[src/rtl/digit_serial_addsub_pkg.sv]
// Shared types and sizing helpers for the digit-serial adder/subtractor.
// Optional saturation on overflow is enabled with ADDSUB_SAT_EN.
package digit_serial_addsub_pkg;

  typedef enum logic [1:0] {
    IDLE = 2'd0,
    RUN  = 2'd1,
    DONE = 2'd2
  } state_t;

  function automatic int digits_f(input int n, input int d);
    return n / d;
  endfunction

  // The counter needs at least one bit even for a single-digit build.
  function automatic int cnt_w_f(input int n, input int d);
    return (n / d > 1) ? $clog2(n / d) : 1;
  endfunction

endpackage

[src/rtl/digit_serial_addsub_digit_adder.sv]
// D-bit ripple slice built from full-adder cells.
// c_msb_in exposes the carry entering the slice's top bit.
module digit_adder #(
  parameter int D = 2
) (
  input  logic [D-1:0] a,
  input  logic [D-1:0] b,
  input  logic         c_in,
  output logic [D-1:0] sum,
  output logic         c_out,
  output logic         c_msb_in
);

  logic [D:0] c;

  assign c[0] = c_in;

  for (genvar i = 0; i < D; i++) begin : g_fa
    assign sum[i]  = a[i] ^ b[i] ^ c[i];
    assign c[i+1]  = (a[i] & b[i])
                   | (a[i] & c[i])
                   | (b[i] & c[i]);
  end

  assign c_out    = c[D];
  assign c_msb_in = c[D-1];

endmodule

[src/rtl/digit_serial_addsub.sv]
// N-bit add/sub computed D bits per cycle over N/D RUN cycles.
// ADDSUB_SAT_EN clamps the result to the signed range on overflow.
module digit_serial_addsub
  import digit_serial_addsub_pkg::*;
#(
  parameter int N = 8,
  parameter int D = 2
) (
  input  logic         clk,
  input  logic         rst_n,
  input  logic         start,
  input  logic         sub,
  input  logic [N-1:0] a,
  input  logic [N-1:0] b,
  output logic         busy,
  output logic         done,
  output logic [N-1:0] result,
  output logic         c_out,
  output logic         ovf,
  output logic         zero
);

  localparam int DIGITS = digits_f(N, D);
  localparam int CW     = cnt_w_f(N, D);
  localparam logic [CW-1:0] LAST = CW'(DIGITS - 1);

  if (N % D != 0) begin : g_bad_d
    $error("N must be a multiple of D");
  end
  if (N < 2) begin : g_bad_n
    $error("N must be at least 2");
  end

  state_t        state;
  logic [N-1:0]  a_reg;
  logic [N-1:0]  b_reg;
  logic [N-1:0]  acc;
  logic          carry;
  logic [CW-1:0] cnt;

  logic [D-1:0]  d_sum;
  logic          d_cout;
  logic          d_cmsb;
  logic [N-1:0]  acc_nx;
  logic [N-1:0]  a_nx;
  logic [N-1:0]  b_nx;
  logic [N-1:0]  res_fin;
  logic          ovf_nx;

  digit_adder #(.D(D)) u_slice (
    .a        (a_reg[D-1:0]),
    .b        (b_reg[D-1:0]),
    .c_in     (carry),
    .sum      (d_sum),
    .c_out    (d_cout),
    .c_msb_in (d_cmsb)
  );

  // Sum digits enter at the top so the last digit lands in the MSBs.
  if (D == N) begin : g_one
    assign acc_nx = d_sum;
    assign a_nx   = '0;
    assign b_nx   = '0;
  end else begin : g_many
    assign acc_nx = {d_sum, acc[N-1:D]};
    assign a_nx   = {{D{1'b0}}, a_reg[N-1:D]};
    assign b_nx   = {{D{1'b0}}, b_reg[N-1:D]};
  end

  assign ovf_nx = d_cmsb ^ d_cout;

`ifdef ADDSUB_SAT_EN
  localparam logic [N-1:0] SMAX = {1'b0, {(N-1){1'b1}}};
  localparam logic [N-1:0] SMIN = {1'b1, {(N-1){1'b0}}};

  // On overflow the wrapped sign bit is the inverse of the true sign.
  always_comb begin
    res_fin = acc_nx;
    if (ovf_nx) begin
      res_fin = acc_nx[N-1] ? SMAX : SMIN;
    end
  end
`else
  assign res_fin = acc_nx;
`endif

  always_ff @(posedge clk or negedge rst_n) begin
    if (!rst_n) begin
      state  <= IDLE;
      a_reg  <= '0;
      b_reg  <= '0;
      acc    <= '0;
      carry  <= 1'b0;
      cnt    <= '0;
      busy   <= 1'b0;
      done   <= 1'b0;
      result <= '0;
      c_out  <= 1'b0;
      ovf    <= 1'b0;
      zero   <= 1'b0;
    end else begin
      unique case (state)
        IDLE: begin
          if (start) begin
            a_reg <= a;
            b_reg <= sub ? ~b : b;
            carry <= sub;
            cnt   <= '0;
            busy  <= 1'b1;
            state <= RUN;
          end
        end
        RUN: begin
          acc   <= acc_nx;
          a_reg <= a_nx;
          b_reg <= b_nx;
          carry <= d_cout;
          cnt   <= cnt + 1'b1;
          if (cnt == LAST) begin
            result <= res_fin;
            c_out  <= d_cout;
            ovf    <= ovf_nx;
            zero   <= (res_fin == '0);
            busy   <= 1'b0;
            done   <= 1'b1;
            state  <= DONE;
          end
        end
        DONE: begin
          done  <= 1'b0;
          state <= IDLE;
        end
        default: state <= IDLE;
      endcase
    end
  end

endmodule

[config.mk]
export PLATFORM = sky130hd
export DESIGN_NAME = digit_serial_addsub
export DESIGN_NICKNAME = d
export VERILOG_FILES = /design/src/rtl/digit_serial_addsub_pkg.sv /design/src/rtl/digit_serial_addsub_digit_adder.sv /design/src/rtl/digit_serial_addsub.sv
export SDC_FILE = /design/constraint.sdc
export NUM_CORES = 1
export LEC_CHECK = 0
export CAP_MARGIN = 40
export CORE_AREA = 4 4 67 69
export DETAILED_ROUTE_END_ITERATION = 10
export DIE_AREA = 0 0 71 73
export PLACE_DENSITY_LB_ADDON = 0.25
export REMOVE_ABC_BUFFERS = 1
export SLEW_MARGIN = 15
export SYNTH_ARGS = -nofsm -noshare
export SYNTH_HDL_FRONTEND = slang
export SYNTH_SLANG_ARGS = --single-unit
[constraint.sdc]
create_clock -name clk -period 1.8 [get_ports clk]
set_input_delay 0.18 -clock clk [delete_from_list [all_inputs] [get_ports clk]]
set_output_delay 0.18 -clock clk [all_outputs]
set_load 0.05 [all_outputs]
==> results of run 1 <==
[worst max-delay path by stage]
stage,startpoint,end,cells after the start
4_1_cts,a_reg[0],ovf,5
3_3_place_gp,a_reg[0],zero,5
6_report,a_reg[0],ovf,5
3_5_place_dp,a_reg[0],ovf,5
2_1_floorplan,a_reg[0],zero,5
5_1_grt,a_reg[0],ovf,5
[layout make-up]
cell class / count / area (sq um)
clock buffer: 6 / 82.6
clock inverter: 2 / 10.0
sequential: 40 / 1000
timing repair buffer: 38 / 363
tap: 50 / 62.6
inverter: 7 / 26.3
fill: 353 / 1590
multi-input combinational: 119 / 777
[kinds of logic after synthesis]
group,Yosys count
simple gates,58
compound gates,42
flops,40
buf+inv,19
xor+xnor,9
mux,7
fa+ha+maj,3
[synth_stat cells, types with 4 or more instances]
cell,number
dfrtp_1,40
a21oi_1,11
nor2b_1,4
inv_1,7
nor2_1,10
and3b_1,6
xnor2_1,7
a221o_2,5
buf_2,5
o21ai_0,22
mux2_2,6
nand2_1,32
[through the flow]
| stage | power (mW) | worst slack, ns | hold WS [ns] | instances | cell area, sq um |
|---|---|---|---|---|---|
| floorplan | 2.77 | 0.177 | -0.116 | 166 | 1790 |
| global placement | 3.30 | 0.140 | 0.258 | 253 | 2210 |
| detailed placement | 3.37 | 0.101 | 0.264 | 253 | 2210 |
| CTS | 3.99 | 0.0907 | 0.480 | 262 | 2310 |
| global route | 4.27 | 0.0298 | 0.518 | 262 | 2320 |
| finish | 3.97 | 0.131 | 0.467 | 262 | 2320 |
[worst max-delay path, delay by kind of cell, from the launching register on]
family,cells,cell delay [ns]
AOI/OAI and AO/OA,1,0.08
buffers and inverters,1,0.06
xor gates and xnor gates,1,0.19
DFF,1,0.34
adders and majority gates,2,0.88
[metal layers]
layer / part of all wire (%) / global-route usage [%] / up-vias
li1: - / - / 663
met1: 44 / 17.9 / 636
met2: 49 / 24.6 / 29
met3: 4.7 / 3.03 / 7
met4: 2.3 / 8.14 / 0
met5: 0 / 0 / -
[timing repair]
action	4_1_cts	5_1_grt
setup endpoints to repair	0	8
resized for setup	0	3
hold buffers	1	0
hold endpoints to repair	40	0
[where the power goes]
group | switching [mW] | total, mW | internal, mW
clock network | 0.303 | 0.609 | 0.306
registers | 0.273 | 1.54 | 1.27
logic | 1.06 | 1.82 | 0.756
total | 1.64 | 3.97 | 2.33
[layout by cell type (no fill, tap or decap), types with 2 or more instances in the layout]
cell type / count
nor2b_1: 3
xor2_1: 2
mux2_2: 6
dfrtp_1: 40
a21oi_1: 11
nor2_1: 10
o21ai_0: 22
nand2_1: 32
inv_1: 7
clkinv_2: 2
clkbuf_8: 6
buf_4: 5
xnor2_1: 6
and3b_1: 6
clkdlybuf4s50_1: 31
a221o_2: 5
==> reports/summary.txt, run 1 <==
status -> complete, no violations
pin count of the biggest net entering global routing -> 41
Critical Path Slowest Stage Cell -> fa_1
CP Max Fanout -> 3
Req. time, crit path -> 1.97 ns
fin crit period -> 1.67 ns
DPL Wire Length -> 2530 um
PD cells -> 1710 nW/um^2
post-synthesis mux area share -> 4.15%
Post-Syn Area -> 1870 sq um
total congestion overflow -> 0
Detail Route Antenna Nets -> 0
ys async rst share -> 100%
Die X -> 71 um
slew at the pin closest to its max-slew limit -> 0.518 ns
endpoints failing setup -> 0
fraction of layout instances using a drive strength above 1 -> 14.6%
element type at the critical path end -> register
core area -> 3910 sq um
number of synthesized flops with an enable pin -> 0
worst rel slew slack -> 65.3%
Pre-antenna DRT Iters -> 3
CTS max path bufs -> 2
maximum clock rate -> 599 MHz
top_reg_cell synth -> dfrtp_1
via count -> 1335
Seq/Total Area, Yosys -> 53.5%
R2R depth -> 5
register bit total from synthesis -> 40
reg2reg start -> a_reg[0]
GPL Wtd Cong -> 0.747
number of DRC markers in iteration 0 -> 100
clock root buffer master -> clkbuf_8
# IOs -> 33
worst-path cell chain -> inv_1 > fa_2 > fa_1 > xnor2_2 > o21ai_1
setup bufs post-CTS -> 0
Max-Cap Viols -> 0
fin util -> 59.3%
antenna violations before repair -> 0
Total Wirelength -> 3420 um
first-pass GRT wire length -> 5900 um
Vias per Instance -> 5.10
DRC viols -> 0
Post-Synth XOR/XNOR Area -> 4.22%
Num Clock Sinks -> 40
Avg WL per Cell -> 13.0 um
CP arrival -> 1.84 ns
Antenna Cells -> 0
mean cell area of the mapped netlist -> 10.5 sq um
die area -> 5180 sq um
R2R Setup Slk -> 0.13 ns
RSZ-0062 raised after global routing -> false
number of global-route vias before repair -> 1320
CP Launch Type -> register
H-tree levels -> 2
Leak -> 1.06 nW
worst r2r dst -> ovf
CP Class -> reg2reg
Synth Area in Adders -> 2.81%
Compound-Gate Fraction of Synth Area -> 14.1%
fraction of the mapped netlist area in simple logic gates -> 15.6%
NumNets Final -> 234
Area growth, synth to finish -> 24.2%
final hold vios -> 0
Total GRT Usage -> 14.7%
row count -> 23
Hold Crit Class -> in2async
Max stage delay on crit path -> 0.46 ns
Worst Clk Skew -> 0.00445 ns
YS warnings -> 0
Clk pin slew, worst setup/hold paths -> 0.07 ns
Die Y -> 73 um
Initial Util -> 47.8%
maximum vdd drop -> 0.659 mV
setup_tns -> 0 ns
Yosys cell types -> 29
post-synth top area share -> 53.5%
CTS tree -> done
Synth area leaders -> dfrtp_1, nand2_1, o21ai_0, mux2_2, xnor2_1
cell count after synthesis -> 178
fin. max-slew vios -> 0
largest family of logic cells by synthesized area -> simple AND/OR/NAND/NOR gates
Skew-Pair Late Insertion Delay -> 0.29 ns
Final Cycle Share -> 92.7%
area leader, netlist -> dfrtp_1
CTS Buf Count -> 5
Port-buffer cells -> 32
Note: power is estimated with default switching activity, not from simulation.
==> run 2, diff against run 1 <==
--- a/config.mk
+++ b/config.mk
@@ -6,12 +6,16 @@
 export NUM_CORES = 1
 export LEC_CHECK = 0
 export CAP_MARGIN = 40
-export CORE_AREA = 4 4 67 69
+export CELL_PAD_IN_SITES_DETAIL_PLACEMENT = 2
+export CELL_PAD_IN_SITES_GLOBAL_PLACEMENT = 2
+export CORE_AREA = 4 4 80 82
 export DETAILED_ROUTE_END_ITERATION = 10
-export DIE_AREA = 0 0 71 73
+export DIE_AREA = 0 0 84 86
+export MAX_ROUTING_LAYER = met4
 export PLACE_DENSITY_LB_ADDON = 0.25
 export REMOVE_ABC_BUFFERS = 1
 export SLEW_MARGIN = 15
 export SYNTH_ARGS = -nofsm -noshare
 export SYNTH_HDL_FRONTEND = slang
+export SYNTH_HIERARCHICAL = 1
 export SYNTH_SLANG_ARGS = --single-unit
==> reports/summary.txt, run 2 <==
pin count of the biggest net entering global routing -> 41
Sequential Power Share -> 35.7%
Skew-Pair Late Insertion Delay -> 0.29 ns
Die X -> 84 um
endpoints failing setup -> 1
NumNets Final -> 228
Leak -> 1.08 nW
Total Wirelength -> 4730 um
clock root buffer master -> clkbuf_8
post-synth top area share -> 53.5%
Switch Pwr -> 1.86 mW
Max-Cap Viols -> 0
cell count after synthesis -> 164
fin crit period -> 1.82 ns
Vias per Instance -> 4.84
Worst Clk Skew -> 0.00539 ns
Antenna Cells -> 0
maximum clock rate -> 548 MHz
Die Y -> 86 um
status -> complete, but fails checks
CTS tree -> done
met3 WL post-DR -> 170 um
PD cells -> 1850 nW/um^2
row count -> 28
number of synthesized flops with an enable pin -> 0
fin util -> 42.2%
most common cell in the netlist -> dfrtp_1
Final Cycle Share -> 101%
slew at the pin closest to its max-slew limit -> 0.526 ns
Multi-input gate area -> 774 sq um
fin. max-slew vios -> 0
Synth area leaders -> dfrtp_1, mux2_2, o21ai_0, xnor2_1, a221o_1
CTS Buf Count -> 5
Critical Path Slowest Stage Cell -> fa_1
top_reg_cell synth -> dfrtp_1
element type at the critical path end -> register
first-pass GRT wire length -> 7890 um
hold_ws -> 0.489 ns
register bit total from synthesis -> 40
commonest non-fill, non-tap cells in the layout -> dfrtp_1, clkdlybuf4s50_1, o21ai_0
Yosys cell types -> 27
number of DRC markers in iteration 0 -> 32
Int Power -> 2.62 mW
dpl cells -> 270
via count -> 1359
R2R Setup Slk -> -0.02 ns
fraction of layout instances using a drive strength above 1 -> 20.4%
commonest non-fill, non-tap cell in the layout -> dfrtp_1
PnR worst setup slack -> -0.0239 ns
antenna violations before repair -> 0
DR WL met2 -> 2520 um
Total GRT Usage -> 14.3%
CP arrival -> 2.05 ns
CP Launch Type -> register
mean cell area of the mapped netlist -> 11.4 sq um
number of global-route vias before repair -> 1617
setup_tns -> -0.0239 ns
DPL Wire Length -> 3390 um
Req. time, crit path -> 2.02 ns
# IOs -> 33
failing checks -> negative setup slack
worst rel slew slack -> 64.9%
RSZ-0062 raised after global routing -> true
Post-Layout Cell Count -> 281
Pre-antenna DRT Iters -> 4
ys async rst share -> 100%
CP Class -> reg2reg
Max stage delay on crit path -> 0.50 ns
Avg WL per Cell -> 16.8 um
die area -> 7220 sq um
Port-buffer cells -> 32
core area -> 5750 sq um
Area growth, synth to finish -> 29.7%
Clk pin slew, worst setup/hold paths -> 0.08 ns
DRC viols -> 0
H-tree levels -> 2
Post-Syn Area -> 1870 sq um
CP Max Fanout -> 3
Initial Util -> 32.6%
Seq/Total Area, Yosys -> 53.5%
Detail Route Antenna Nets -> 0
clock share of power -> 16.3%
top cells by count, synth -> dfrtp_1, o21ai_0, nand2_1
worst-path cell chain -> inv_2 > fa_2 > fa_1 > inv_2 > nor4_4 > nand2_1 > o21ai_1
maximum vdd drop -> 0.688 mV
GPL Wtd Cong -> 0.746
Hold Crit Class -> reg2reg
WL met1 -> 1980 um
area leader, netlist -> dfrtp_1
CTS max path bufs -> 2
highest routed layer -> met4
Num Clock Sinks -> 40
filler instances -> 624
combinational cell fraction of total power -> 48.1%
Switching Fraction -> 41.5%
register area -> 1000 sq um
YS warnings -> 6
cell mode on critical path -> inv_2
total congestion overflow -> 0
final hold vios -> 0
run 2: cell types whose count changed in the layout (fill, tap and decap cells not counted), sizes merged, moves of 2 or more:
cell and delta:
inv +4, nand2 -17, o21ai -5, a22oi +2, a21oi -2, mux2 +10
buf +6
run 2: path summary, 6_finish.rpt:
| check | end | start | depth (start not counted) |
|---|---|---|---|
| worst max-delay path | zero | a_reg[0] | 7 |
| worst min-delay path | a_reg[1] | a_reg[1] | 2 |
| worst max register to register | zero | a_reg[0] | 7 |
| worst min register to register | a_reg[1] | a_reg[1] | 2 |
| max in group asynchronous | b_reg[2] | rst_n | 3 |
| min in group asynchronous | ovf | rst_n | 3 |
run 2: through the flow:
stage	instance area, sq um	total power, mW	setup slack, ns
finish	2430	4.48	-0.0239
global route	2430	4.81	-0.141
CTS	2420	4.50	0.00333
detailed placement	2280	3.67	-0.188
global placement	2280	3.53	-0.0783
floorplan	1800	2.88	-0.0108
run 2: timing repair:
| action | CTS | global route |
|---|---|---|
| pin swaps | 1 | 0 |
| endpoints found under the hold margin | 40 | 0 |
| setup buffers | 2 | 0 |
| hold buffers | 1 | 0 |
| resized for setup | 4 | 4 |
| setup endpoints to repair | 4 | 4 |
run 2: worst max-delay path: cells and delay by family (launching register included):
| family | cells | cell delay (ns) |
|---|---|---|
| flip-flops | 1 | 0.36 |
| buffers and inverters | 2 | 0.11 |
| AO/OA/AOI/OAI | 1 | 0.12 |
| adder cells (fa/ha/maj) | 2 | 0.90 |
| AND/OR/NAND/NOR | 2 | 0.25 |
run 2: cell type report:
cell class	instances	share of cell area [%]
clock inverters	2	1.44
flip-flops and latches	40	41.3
multi-input cells	103	31.9
clock buffers	6	2.99
inverters	11	1.70
repair buffers	44	16.8
well taps	75	3.87
run 2: power groups by stage:
stage	logic, mW	registers [mW]	clock network (mW)
2_1_floorplan	0.870	2.01	0
3_3_place_gp	1.96	1.57	0
3_5_place_dp	2.07	1.61	0
4_1_cts	2.15	1.59	0.759
5_1_grt	2.35	1.66	0.794
6_report	2.15	1.60	0.728
run 2: logic make-up after synthesis:
family | count (synthesis) | synth area share, %
buf+inv | 21 | 6.02
flops | 40 | 53.5
compound gates | 37 | 12.3
mux | 16 | 9.63
simple gates | 38 | 11.5
xor+xnor | 9 | 4.21
fa+ha+maj | 3 | 2.81
run 2: routing by layer:
metal  vias to the layer above  track usage [%]
li1                        637                -
met2                        29             25.6
met1                       687             15.8
met3                         6             3.55
met5                         -                -
met4                         0             4.39
==> run 3, diff against run 2 <==
--- a/config.mk
+++ b/config.mk
@@ -8,9 +8,9 @@
 export CAP_MARGIN = 40
 export CELL_PAD_IN_SITES_DETAIL_PLACEMENT = 2
 export CELL_PAD_IN_SITES_GLOBAL_PLACEMENT = 2
-export CORE_AREA = 4 4 80 82
+export CORE_AREA = 4 4 78 80
 export DETAILED_ROUTE_END_ITERATION = 10
-export DIE_AREA = 0 0 84 86
+export DIE_AREA = 0 0 82 84
 export MAX_ROUTING_LAYER = met4
 export PLACE_DENSITY_LB_ADDON = 0.25
 export REMOVE_ABC_BUFFERS = 1
==> constraint.sdc (replaced) <==
create_clock -name clk -period 2.1 [get_ports clk]
set_input_delay 0.21 -clock clk [delete_from_list [all_inputs] [get_ports clk]]
set_output_delay 0.21 -clock clk [all_outputs]
set_load 0.05 [all_outputs]
==> reports/summary.txt, run 3 (same netlist as run 2, synthesis figures left out) <==
commonest non-fill, non-tap cell in the layout -> dfrtp_1
setup_tns -> 0 ns
Antenna Cells -> 0
endpoints failing setup -> 0
CTS tree -> done
Post-Layout Cell Count -> 272
CP Max Fanout -> 3
Total GRT Usage -> 14.7%
core area -> 5410 sq um
maximum clock rate -> 515 MHz
H-tree levels -> 2
fraction of layout instances using a drive strength above 1 -> 15.0%
clock root buffer master -> clkbuf_8
Pre-antenna DRT Iters -> 2
worst rel slew slack -> 64.9%
die area -> 6890 sq um
fin. max-slew vios -> 0
Worst Clk Skew -> 0.00493 ns
Max-Cap Viols -> 0
Leak -> 1.05 nW
dpl cells -> 263
Clk pin slew, worst setup/hold paths -> 0.08 ns
slew at the pin closest to its max-slew limit -> 0.525 ns
NumNets Final -> 222
Die X -> 82 um
element type at the critical path end -> register
Detail Route Antenna Nets -> 0
fin util -> 43.7%
Hold Crit Class -> in2async
final hold vios -> 0
GPL Wtd Cong -> 0.728
CTS Buf Count -> 5
Avg WL per Cell -> 16.3 um
total congestion overflow -> 0
first-pass GRT wire length -> 7510 um
Req. time, crit path -> 2.32 ns
CTS max path bufs -> 2
number of DRC markers in iteration 0 -> 34
Final Cycle Share -> 92.5%
CP Launch Type -> register
Area growth, synth to finish -> 26.2%
status -> complete, no violations
Port-buffer cells -> 32
fin crit period -> 1.94 ns
via count -> 1349
Die Y -> 84 um
PnR worst setup slack -> 0.157 ns
Vias per Instance -> 4.96
pin count of the biggest net entering global routing -> 32
# IOs -> 33
CP arrival -> 2.16 ns
antenna violations before repair -> 0
Skew-Pair Late Insertion Delay -> 0.29 ns
pre-CTS setup slack -> 0.0963 ns
maximum vdd drop -> 0.603 mV
Num Clock Sinks -> 40
row count -> 27
DPL Wire Length -> 3340 um
commonest non-fill, non-tap cells in the layout -> dfrtp_1, clkdlybuf4s50_1, o21ai_0
Total Wirelength -> 4440 um
PD cells -> 1520 nW/um^2
number of global-route vias before repair -> 1494
Initial Util -> 34.6%
DRC viols -> 0
CP Class -> reg2reg
setup bufs post-CTS -> 0
## run 3: what timing repair did
action                                  in CTS  in global routing
resized for setup                            0                  2
hold buffers                                 1                  0
endpoints found under the setup margin       0                  1
endpoints found under the hold margin        9                  0
## run 3: layout make-up
type	count	area, sq um
repair buffers	38	375
clock buffers	8	90.1
inverters	11	41.3
fillers	577	3040
flip-flops and latches	40	1000
well taps	72	90.1
multi-input cells	103	763
## run 3: where the power goes
part	switching, mW	internal, mW
logic	0.975	0.717
registers	0.267	1.11
clock network	0.264	0.268
## run 3: final timing paths
path	from	cells past startpoint	slack, ns	endpoint
worst min register to register	ovf	2	0.49	ovf
worst min-delay path	rst_n	2	0.33	a_reg[6]
min in group clk	ovf	2	0.49	ovf
worst max register to register	a_reg[0]	7	0.16	zero
worst max-delay path	a_reg[0]	7	0.16	zero
max in group asynchronous	rst_n	3	1.33	a_reg[0]
## run 3: stage by stage
step	hold slack [ns]	power (mW)	area (sq um)
3_5_place_dp	0.109	3.10	2250
3_3_place_gp	0.380	2.98	2230
4_1_cts	0.339	3.65	2350
5_1_grt	0.346	3.86	2360
2_1_floorplan	-0.0856	2.47	1800
6_report	0.327	3.60	2360
## run 3: metal layers
metal | GRT usage, % | vias up | share of wire [%]
met2 | 23.7 | 26 | 53
met4 | 4.53 | 0 | 1.2
met3 | 3.24 | 6 | 3.1
met1 | 18.1 | 693 | 43
met5 | - | - | 0
li1 | - | 624 | -
## run 3: critical path, cell delays in order (launching register included)
cell,delay (ns)
dfrtp_1,0.36
inv_1,0.06
fa_1,0.46
fa_1,0.49
inv_1,0.06
nor4_2,0.22
nand2_1,0.09
o21ai_1,0.13
